===== config.mk =====
export PLATFORM = sky130hd
export DESIGN_NAME = decim_ctrl
export DESIGN_NICKNAME = d
export VERILOG_FILES = /design/src/rtl/decim_pkg.sv /design/src/rtl/decim_fifo.sv /design/src/rtl/hb.sv /design/src/rtl/decim_ctrl.sv
export SDC_FILE = /design/constraint.sdc
export NUM_CORES = 2
export LEC_CHECK = 0
export BUFFER_PORTS_ARGS = -buffer_cell sky130_fd_sc_hd__buf_2
export CAP_MARGIN = 0
export CORE_MARGIN = 4
export CORE_UTILIZATION = 55
export DETAILED_ROUTE_END_ITERATION = 10
export GPL_TIMING_DRIVEN = 0
export PLACE_DENSITY = 0.74
export SLEW_MARGIN = 20
export SYNTH_ARGS = -nofsm -noshare
export SYNTH_HDL_FRONTEND = slang
export SYNTH_SLANG_ARGS = --single-unit
export TNS_END_PERCENT = 30

===== constraint.sdc =====
create_clock -name clk -period 6.64 [get_ports clk]
set_input_delay 0.664 -clock clk [delete_from_list [all_inputs] [get_ports clk]]
set_output_delay 0.664 -clock clk [all_outputs]
set_load 0.05 [all_outputs]

===== src/rtl/decim_pkg.sv =====
// decim_pkg: shared types and helpers for the decimation controller.
//   state_t   - controller FSM encoding (IDLE, FLUSH, DRAIN, RUN)
//   flush_len - zero-injection cycles needed to clear stages 1..k
//   drain_len - settling cycles after the flush for an n-stage cascade
//   SAMPLE_W  - audio sample width
package decim_pkg;

    localparam int unsigned SAMPLE_W = 16;
    localparam int unsigned CNT_W    = 16;

    typedef enum logic [1:0] {
        IDLE  = 2'd0,
        FLUSH = 2'd1,
        DRAIN = 2'd2,
        RUN   = 2'd3
    } state_t;

    // 28 zeros per stage-1 delay line, doubled for every stage further down
    function automatic logic [CNT_W-1:0] flush_len(input int unsigned k);
        return CNT_W'(28 * ((32'd1 << k) - 32'd1));
    endfunction

    function automatic logic [CNT_W-1:0] drain_len(input int unsigned n);
        return CNT_W'(5 * n);
    endfunction

endpackage


===== src/rtl/decim_fifo.sv =====
// decim_fifo: registered output FIFO (no fall-through).
//   clr        - synchronous clear, wins over push/pop
//   push/din   - write; caller only pushes when not full or popping
//   pop        - advance head; caller only pops when not empty
//   head       - current oldest entry
//   full/empty - occupancy flags
module decim_fifo #(
    parameter int unsigned DEPTH = 4,
    parameter int unsigned W     = 16
) (
    input  logic         clk,
    input  logic         reset_n,
    input  logic         clr,
    input  logic         push,
    input  logic         pop,
    input  logic [W-1:0] din,
    output logic [W-1:0] head,
    output logic         full,
    output logic         empty
);

    localparam int unsigned AW = (DEPTH > 1) ? $clog2(DEPTH) : 1;

    logic [W-1:0] mem_q [DEPTH];
    logic [W-1:0] mem_d [DEPTH];
    logic [AW-1:0] wr_q, wr_d, rd_q, rd_d;
    logic [AW:0]   cnt_q, cnt_d;

    always_comb begin
        mem_d = mem_q;
        wr_d  = wr_q;
        rd_d  = rd_q;
        cnt_d = cnt_q;
        if (clr) begin
            wr_d  = '0;
            rd_d  = '0;
            cnt_d = '0;
        end else begin
            // push into a full FIFO is legal alongside a pop: wr_q == rd_q,
            // and the slot being overwritten is the one leaving this cycle
            if (push) begin
                mem_d[wr_q] = din;
                wr_d        = wr_q + AW'(1);
            end
            if (pop) begin
                rd_d = rd_q + AW'(1);
            end
            case ({push, pop})
                2'b10:   cnt_d = cnt_q + (AW+1)'(1);
                2'b01:   cnt_d = cnt_q - (AW+1)'(1);
                default: cnt_d = cnt_q;
            endcase
        end
    end

    always_ff @(posedge clk or negedge reset_n) begin
        if (!reset_n) begin
            mem_q <= '{default: '0};
            wr_q  <= '0;
            rd_q  <= '0;
            cnt_q <= '0;
        end else begin
            mem_q <= mem_d;
            wr_q  <= wr_d;
            rd_q  <= rd_d;
            cnt_q <= cnt_d;
        end
    end

    assign head  = mem_q[rd_q];
    assign full  = (cnt_q == (AW+1)'(DEPTH));
    assign empty = (cnt_q == '0);

endmodule


===== src/rtl/hb.sv =====
// hb: halfband decimate-by-2 filter stage.
//   Taps (-1, 0, 9, 16, 9, 0, -1)/32, unity DC gain, saturating output.
//   x_in/x_in_valid  - input sample and strobe (registered once: one-sample skew)
//   y_out/y_out_valid - one output pulse for every second accepted input
module hb (
    input  logic        clk,
    input  logic        reset_n,
    input  logic [15:0] x_in,
    input  logic        x_in_valid,
    output logic [15:0] y_out,
    output logic        y_out_valid
);

    logic signed [15:0] x_q, x_d;
    logic               xv_q, xv_d;
    logic signed [15:0] d_q [6];
    logic signed [15:0] d_d [6];
    logic               phase_q, phase_d;
    logic        [15:0] y_q, y_d;
    logic               yv_q, yv_d;
    logic signed [23:0] acc;
    logic signed [23:0] rnd;

    function automatic logic signed [23:0] sx(input logic signed [15:0] v);
        return {{8{v[15]}}, v};
    endfunction

    always_comb begin
        // x_q is tap 0, d_q[i] is tap i+1
        acc = sx(d_q[1]) * 24'sd9 + sx(d_q[2]) * 24'sd16 + sx(d_q[3]) * 24'sd9
              - sx(x_q) - sx(d_q[5]);
        rnd = (acc + 24'sd16) >>> 5;

        x_d     = $signed(x_in);
        xv_d    = x_in_valid;
        d_d     = d_q;
        phase_d = phase_q;
        y_d     = y_q;
        yv_d    = 1'b0;

        if (xv_q) begin
            d_d[0] = x_q;
            for (int unsigned i = 1; i < 6; i++) begin
                d_d[i] = d_q[i-1];
            end
            phase_d = ~phase_q;
            if (phase_q) begin
                yv_d = 1'b1;
                if (rnd > 24'sd32767) begin
                    y_d = 16'h7fff;
                end else if (rnd < -24'sd32768) begin
                    y_d = 16'h8000;
                end else begin
                    y_d = rnd[15:0];
                end
            end
        end
    end

    always_ff @(posedge clk or negedge reset_n) begin
        if (!reset_n) begin
            x_q     <= '0;
            xv_q    <= 1'b0;
            d_q     <= '{default: '0};
            phase_q <= 1'b0;
            y_q     <= '0;
            yv_q    <= 1'b0;
        end else begin
            x_q     <= x_d;
            xv_q    <= xv_d;
            d_q     <= d_d;
            phase_q <= phase_d;
            y_q     <= y_d;
            yv_q    <= yv_d;
        end
    end

    assign y_out       = y_q;
    assign y_out_valid = yv_q;

endmodule


===== src/rtl/decim_ctrl.sv =====
// decim_ctrl: controller for a cascade of NSTAGES hb halfband decimators.
//   cfg_load/cfg_en/cfg_ratio - reconfiguration pulse, enable, log2 ratio
//   x_in/x_in_valid/x_in_ready - Q15 input stream, accepted only in RUN
//   y_out/y_out_valid/y_out_ready - FIFO head behind ready/valid
//   busy     - FLUSH or DRAIN in progress
//   overflow - sticky, a decimated sample was dropped on a full FIFO
//   state    - FSM state for debug
module decim_ctrl
    import decim_pkg::*;
#(
    parameter int unsigned NSTAGES    = 3,
    parameter int unsigned FIFO_DEPTH = 4
) (
    input  logic                clk,
    input  logic                reset_n,
    input  logic                cfg_load,
    input  logic                cfg_en,
    input  logic [1:0]          cfg_ratio,
    input  logic [SAMPLE_W-1:0] x_in,
    input  logic                x_in_valid,
    output logic                x_in_ready,
    output logic [SAMPLE_W-1:0] y_out,
    output logic                y_out_valid,
    input  logic                y_out_ready,
    output logic                busy,
    output logic                overflow,
    output logic [1:0]          state
);

    state_t           state_q, state_d;
    logic [1:0]       ratio_q, ratio_d;
    logic [CNT_W-1:0] flush_cnt_q, flush_cnt_d;
    logic [CNT_W-1:0] drain_cnt_q, drain_cnt_d;
    logic             overflow_q, overflow_d;
    logic             busy_q, busy_d;
    logic             x_in_ready_q, x_in_ready_d;

    logic [SAMPLE_W-1:0] stg_in_x;
    logic                stg_in_v;
    logic [SAMPLE_W-1:0] st_y  [NSTAGES];
    logic                st_yv [NSTAGES];

    logic [SAMPLE_W-1:0] cand_x;
    logic                cand_v;
    logic                cfg_ok;
    logic                push_req, drop;
    logic                fifo_push, fifo_pop, fifo_full, fifo_empty;
    logic [SAMPLE_W-1:0] fifo_head;

    // Stage-1 feed: zeros during FLUSH, live input in RUN, idle otherwise
    always_comb begin
        stg_in_x = '0;
        stg_in_v = 1'b0;
        case (state_q)
            FLUSH: stg_in_v = 1'b1;
            RUN: begin
                stg_in_x = x_in;
                stg_in_v = x_in_valid;
            end
            default: ;
        endcase
    end

    for (genvar j = 0; j < NSTAGES; j++) begin : g_stage
        if (j == 0) begin : g_first
            hb u_hb (
                .clk        (clk),
                .reset_n    (reset_n),
                .x_in       (stg_in_x),
                .x_in_valid (stg_in_v),
                .y_out      (st_y[j]),
                .y_out_valid(st_yv[j])
            );
        end else begin : g_next
            hb u_hb (
                .clk        (clk),
                .reset_n    (reset_n),
                .x_in       (st_y[j-1]),
                .x_in_valid (st_yv[j-1]),
                .y_out      (st_y[j]),
                .y_out_valid(st_yv[j])
            );
        end
    end

    always_comb begin
        cand_x = x_in;
        cand_v = x_in_valid;
        for (int unsigned i = 1; i <= NSTAGES; i++) begin
            if (32'(ratio_q) == i) begin
                cand_x = st_y[i-1];
                cand_v = st_yv[i-1];
            end
        end
    end

    assign fifo_pop  = !fifo_empty && y_out_ready;
    assign push_req  = (state_q == RUN) && cand_v;
    assign fifo_push = push_req && (!fifo_full || fifo_pop);
    assign drop      = push_req && fifo_full && !fifo_pop;

    always_comb begin
        state_d     = state_q;
        ratio_d     = ratio_q;
        flush_cnt_d = flush_cnt_q;
        drain_cnt_d = drain_cnt_q;
        overflow_d  = overflow_q | drop;
        cfg_ok      = cfg_en && (32'(cfg_ratio) <= NSTAGES);

        if (cfg_load) begin
            ratio_d    = cfg_ratio;
            overflow_d = 1'b0;
            if (!cfg_ok) begin
                state_d = IDLE;
            end else if (cfg_ratio == 2'd0) begin
                state_d = RUN;
            end else begin
                state_d     = FLUSH;
                flush_cnt_d = flush_len(32'(cfg_ratio));
            end
        end else begin
            case (state_q)
                FLUSH: begin
                    flush_cnt_d = flush_cnt_q - CNT_W'(1);
                    if (flush_cnt_q == CNT_W'(1)) begin
                        state_d     = DRAIN;
                        drain_cnt_d = drain_len(NSTAGES);
                    end
                end
                DRAIN: begin
                    drain_cnt_d = drain_cnt_q - CNT_W'(1);
                    if (drain_cnt_q == CNT_W'(1)) begin
                        state_d = RUN;
                    end
                end
                default: ;
            endcase
        end

        busy_d       = (state_d == FLUSH) || (state_d == DRAIN);
        x_in_ready_d = (state_d == RUN);
    end

    always_ff @(posedge clk or negedge reset_n) begin
        if (!reset_n) begin
            state_q      <= IDLE;
            ratio_q      <= '0;
            flush_cnt_q  <= '0;
            drain_cnt_q  <= '0;
            overflow_q   <= 1'b0;
            busy_q       <= 1'b0;
            x_in_ready_q <= 1'b0;
        end else begin
            state_q      <= state_d;
            ratio_q      <= ratio_d;
            flush_cnt_q  <= flush_cnt_d;
            drain_cnt_q  <= drain_cnt_d;
            overflow_q   <= overflow_d;
            busy_q       <= busy_d;
            x_in_ready_q <= x_in_ready_d;
        end
    end

    decim_fifo #(
        .DEPTH(FIFO_DEPTH),
        .W    (SAMPLE_W)
    ) u_fifo (
        .clk    (clk),
        .reset_n(reset_n),
        .clr    (cfg_load),
        .push   (fifo_push),
        .pop    (fifo_pop),
        .din    (cand_x),
        .head   (fifo_head),
        .full   (fifo_full),
        .empty  (fifo_empty)
    );

    assign y_out       = fifo_head;
    assign y_out_valid = !fifo_empty;
    assign x_in_ready  = x_in_ready_q;
    assign busy        = busy_q;
    assign overflow    = overflow_q;
    assign state       = state_q;

endmodule


==> results.py <==
metrics = {
    "run_status": {
        "status": "finished, violations left",
        "violations": "setup timing",
    },
    "setup_path": {
        "critPathKind": "reg -> reg",
        "r2r-start": "g_stage[1].g_next.u_hb.d_q[70]$_DFFE_PN0P_",
        "endpoint_kind": "flip-flop",
        "start_kind": "flip-flop",
        "arrival_ps": 7290,
        "r2r_cells": 29,
        "r2r_slack_ps": -110,
        "cp_data_required_time_ps": 7180,
        "slowest_stage": "fa_1",
        "crit_fanout": 6,
        "crit-reg2reg-capture": "g_stage[1].g_next.u_hb.y_out[10]$_DFFE_PN0P_",
        "critical_path.max_stage_delay_ps": 550,
    },
    "yosys": {
        "netlist_instances": 2852,
        "ys.flop_type": "dfrtp_1",
        "synth_top_area_cell": "dfrtp_1",
        "yosys-top-cells-count": "503 x dfrtp_1, 392 x ha_1, 336 x mux2_2",
        "synth_top_cell_area_share": 0.378,
        "netlist_area_um2": 33300,
        "synthArstFlopShare": 1.00,
        "yosys.cell_count.top_type": "dfrtp_1",
        "ys_seq_elements": 503,
        "synth_cell_types": 74,
        "ys_warn_count": 0,
        "avgSynthCellArea_um2": 11.7,
        "synth_enable_flop_cells": 0,
        "synthTopCellsByArea": "dfrtp_1 38%, ha_1 15%, mux2_2 11%",
        "yosysSeqAreaShare": 0.378,
    },
    "drt": {
        "drtIter0Drc": 1349,
        "via_per_inst": 5.84,
        "vias": 22400,
        "drtPass1Iterations": 5,
        "postRouteAntennaNets": 0,
        "wl_per_cell_um": 20.8,
        "wirelength_mm": 79.9,
        "drc": 0,
    },
    "min_path": {
        "hp-class": "in -> reg",
        "min_from": "x_in[7]",
        "holdPathEnd": "g_stage[0].g_first.u_hb.x_q[7]$_DFF_PN0_",
        "hold_depth": 2,
    },
    "finish": {
        "n_fill_cell": 4226,
        "syn2layout_area_growth_pct": 16.4,
        "drive_gt1_frac": 0.273,
        "nNetsFinal": 3614,
    },
    "grt": {
        "grt_first_pass_wirelength_mm": 126,
        "grtUsageTotal": 0.244,
        "grt_antenna_before_repair": 3,
        "grt_max_degree": 106,
        "first_global_vias": 23900,
        "grt-ovfl-total": 0,
    },
    "clocking": {
        "clock_latency_ps": 620,
        "clockBufferDepth": 3,
        "cts_tree": "yes",
        "clock_sinks": 503,
        "clk_pin_slew_worst_paths_ps": 60,
        "cts_root_buf": "clkbuf_16",
        "htreeDepth": 2,
        "numCtsBuffers": 53,
    },
    "timing": {
        "max_freq_mhz": 148,
        "fin_crit_ps": 6750,
        "setup_viol": 17,
        "rsz0062_at_grt": "yes",
        "fin_skew_ps": 17.8,
        "worst_slack_ps": -115,
        "worst_slew_pin_slew_ps": 907,
        "maxSlewHeadroom": 0.395,
        "min_period_over_period": 1.02,
        "hold_viol": 0,
        "drv_slew": 0,
    },
    "placement": {
        "port_buffers": 44,
        "place_ws_ps": -979,
        "dpl.hpwl_mm": 58.0,
        "place_congestion": 0.872,
    },
    "run": {
        "cap_violations": 0,
    },
    "floorplan": {
        "start_util": 0.560,
        "ioPinCount": 46,
        "die_y_um": 254,
        "coreArea_um2": 59500,
        "die_x_um": 254,
        "row_count": 89,
        "dieArea_um2": 64500,
    },
}
## sequential cells by signal, indices dropped and copies added (netlist names), 3 cells and up
register	count
flush_cnt_q	16
g_stage.g_next.u_hb.x_q	32
g_stage.g_first.u_hb.y_out	16
g_stage.g_next.u_hb.y_out	32
g_stage.g_first.u_hb.d_q	96
drain_cnt_q	16
u_fifo.mem_q	64
g_stage.g_next.u_hb.d_q	192
u_fifo.cnt_q	3
g_stage.g_first.u_hb.x_q	16
## final cells by class
class	count	area [um2]	area share
inverters	301	1130	0.0291
well taps	773	967	0.0250
diodes	4	10.0	0.000258
plain buffers	77	344	0.00888
multi-input cells	1974	20900	0.539
clock buffers	70	1530	0.0395
repair buffers	114	882	0.0228
clock inverters	28	400	0.0103
flip-flops and latches	503	12600	0.325
## routing by layer
metal,vias to the layer above,wire length (um),global-route usage
li1,10300,-,-
met1,11500,33900,0.326
met2,471,40100,0.420
met3,167,3220,0.0331
met4,0,2670,0.0751
met5,-,0,0
## through the flow
step | util | hold slack, ps | cell area (um2) | TNS [ps] | instances
2_1_floorplan | - | 349 | 33300 | 0 | 2855
3_3_place_gp | 0.580 | 367 | 34500 | -2461700 | 3672
3_5_place_dp | 0.583 | 368 | 34600 | -37950 | 3677
4_1_cts | 0.632 | 269 | 37600 | 0 | 3807
5_1_grt | 0.652 | 298 | 38800 | -7630 | 3840
6_report | 0.652 | 301 | 38800 | -981 | 3844
## critical path, delay by kind of cell, from the launching register on
family | cells | cell delay [ps]
simple gates | 5 | 930
flops | 1 | 390
xor+xnor | 1 | 120
compound gates | 10 | 2260
mux | 1 | 90
buf+inv | 5 | 520
fa+ha+maj | 7 | 2370
## cells by family after synthesis
kind of cell             synth area share
buffers and inverters              0.0432
AO/OA/AOI/OAI                      0.0870
multiplexers                        0.139
flip-flops                          0.378
other                            0.000226
XOR/XNOR                           0.0368
adder cells (fa/ha/maj)             0.252
AND/OR/NAND/NOR                    0.0642
## layout by cell type (no fill, tap or decap), types with 61 or more instances in the layout
cell type	synthesis	layout
clkbuf_1	65	65
dfrtp_1	503	494
o21ai_0	96	78
mux2_2	336	336
a21oi_1	132	91
nor2_1	130	124
inv_1	301	295
xnor2_1	86	69
nand2_1	110	109
fa_1	174	165
ha_1	392	335
buf_4	0	61
## what timing repair did
item | in CTS | in global routing
buffers inserted | 30 | 33
resized for setup | 143 | 152
pin swaps | 62 | 142
setup endpoints to repair | 47 | 45
hold buffers | 1 | 0
endpoints found under the hold margin | 35 | 0
cloned | 1 | 0
## worst max path at each step
stage,from,end,depth (start not counted)
finish,g_stage[1].g_next.u_hb.d_q[70]$_DFFE_PN0P_,g_stage[1].g_next.u_hb.y_out[10]$_DFFE_PN0P_,29
global route,g_stage[1].g_next.u_hb.d_q[70]$_DFFE_PN0P_,g_stage[1].g_next.u_hb.y_out[7]$_DFFE_PN0P_,29
CTS,g_stage[0].g_first.u_hb.d_q[51]$_DFFE_PN0P_,g_stage[0].g_first.u_hb.y_out[9]$_DFFE_PN0P_,25
detailed placement,g_stage[0].g_first.u_hb.d_q[71]$_DFFE_PN0P_,g_stage[0].g_first.u_hb.y_out[9]$_DFFE_PN0P_,26
global placement,reset_n,drain_cnt_q[5]$_DFFE_PN0P_,1
floorplan,g_stage[0].g_first.u_hb.d_q[70]$_DFFE_PN0P_,g_stage[0].g_first.u_hb.y_out[9]$_DFFE_PN0P_,27
Power is left out: the tool's default activity adds up to more than one toggle a clock period on the data nets, which glitch-free logic cannot reach.
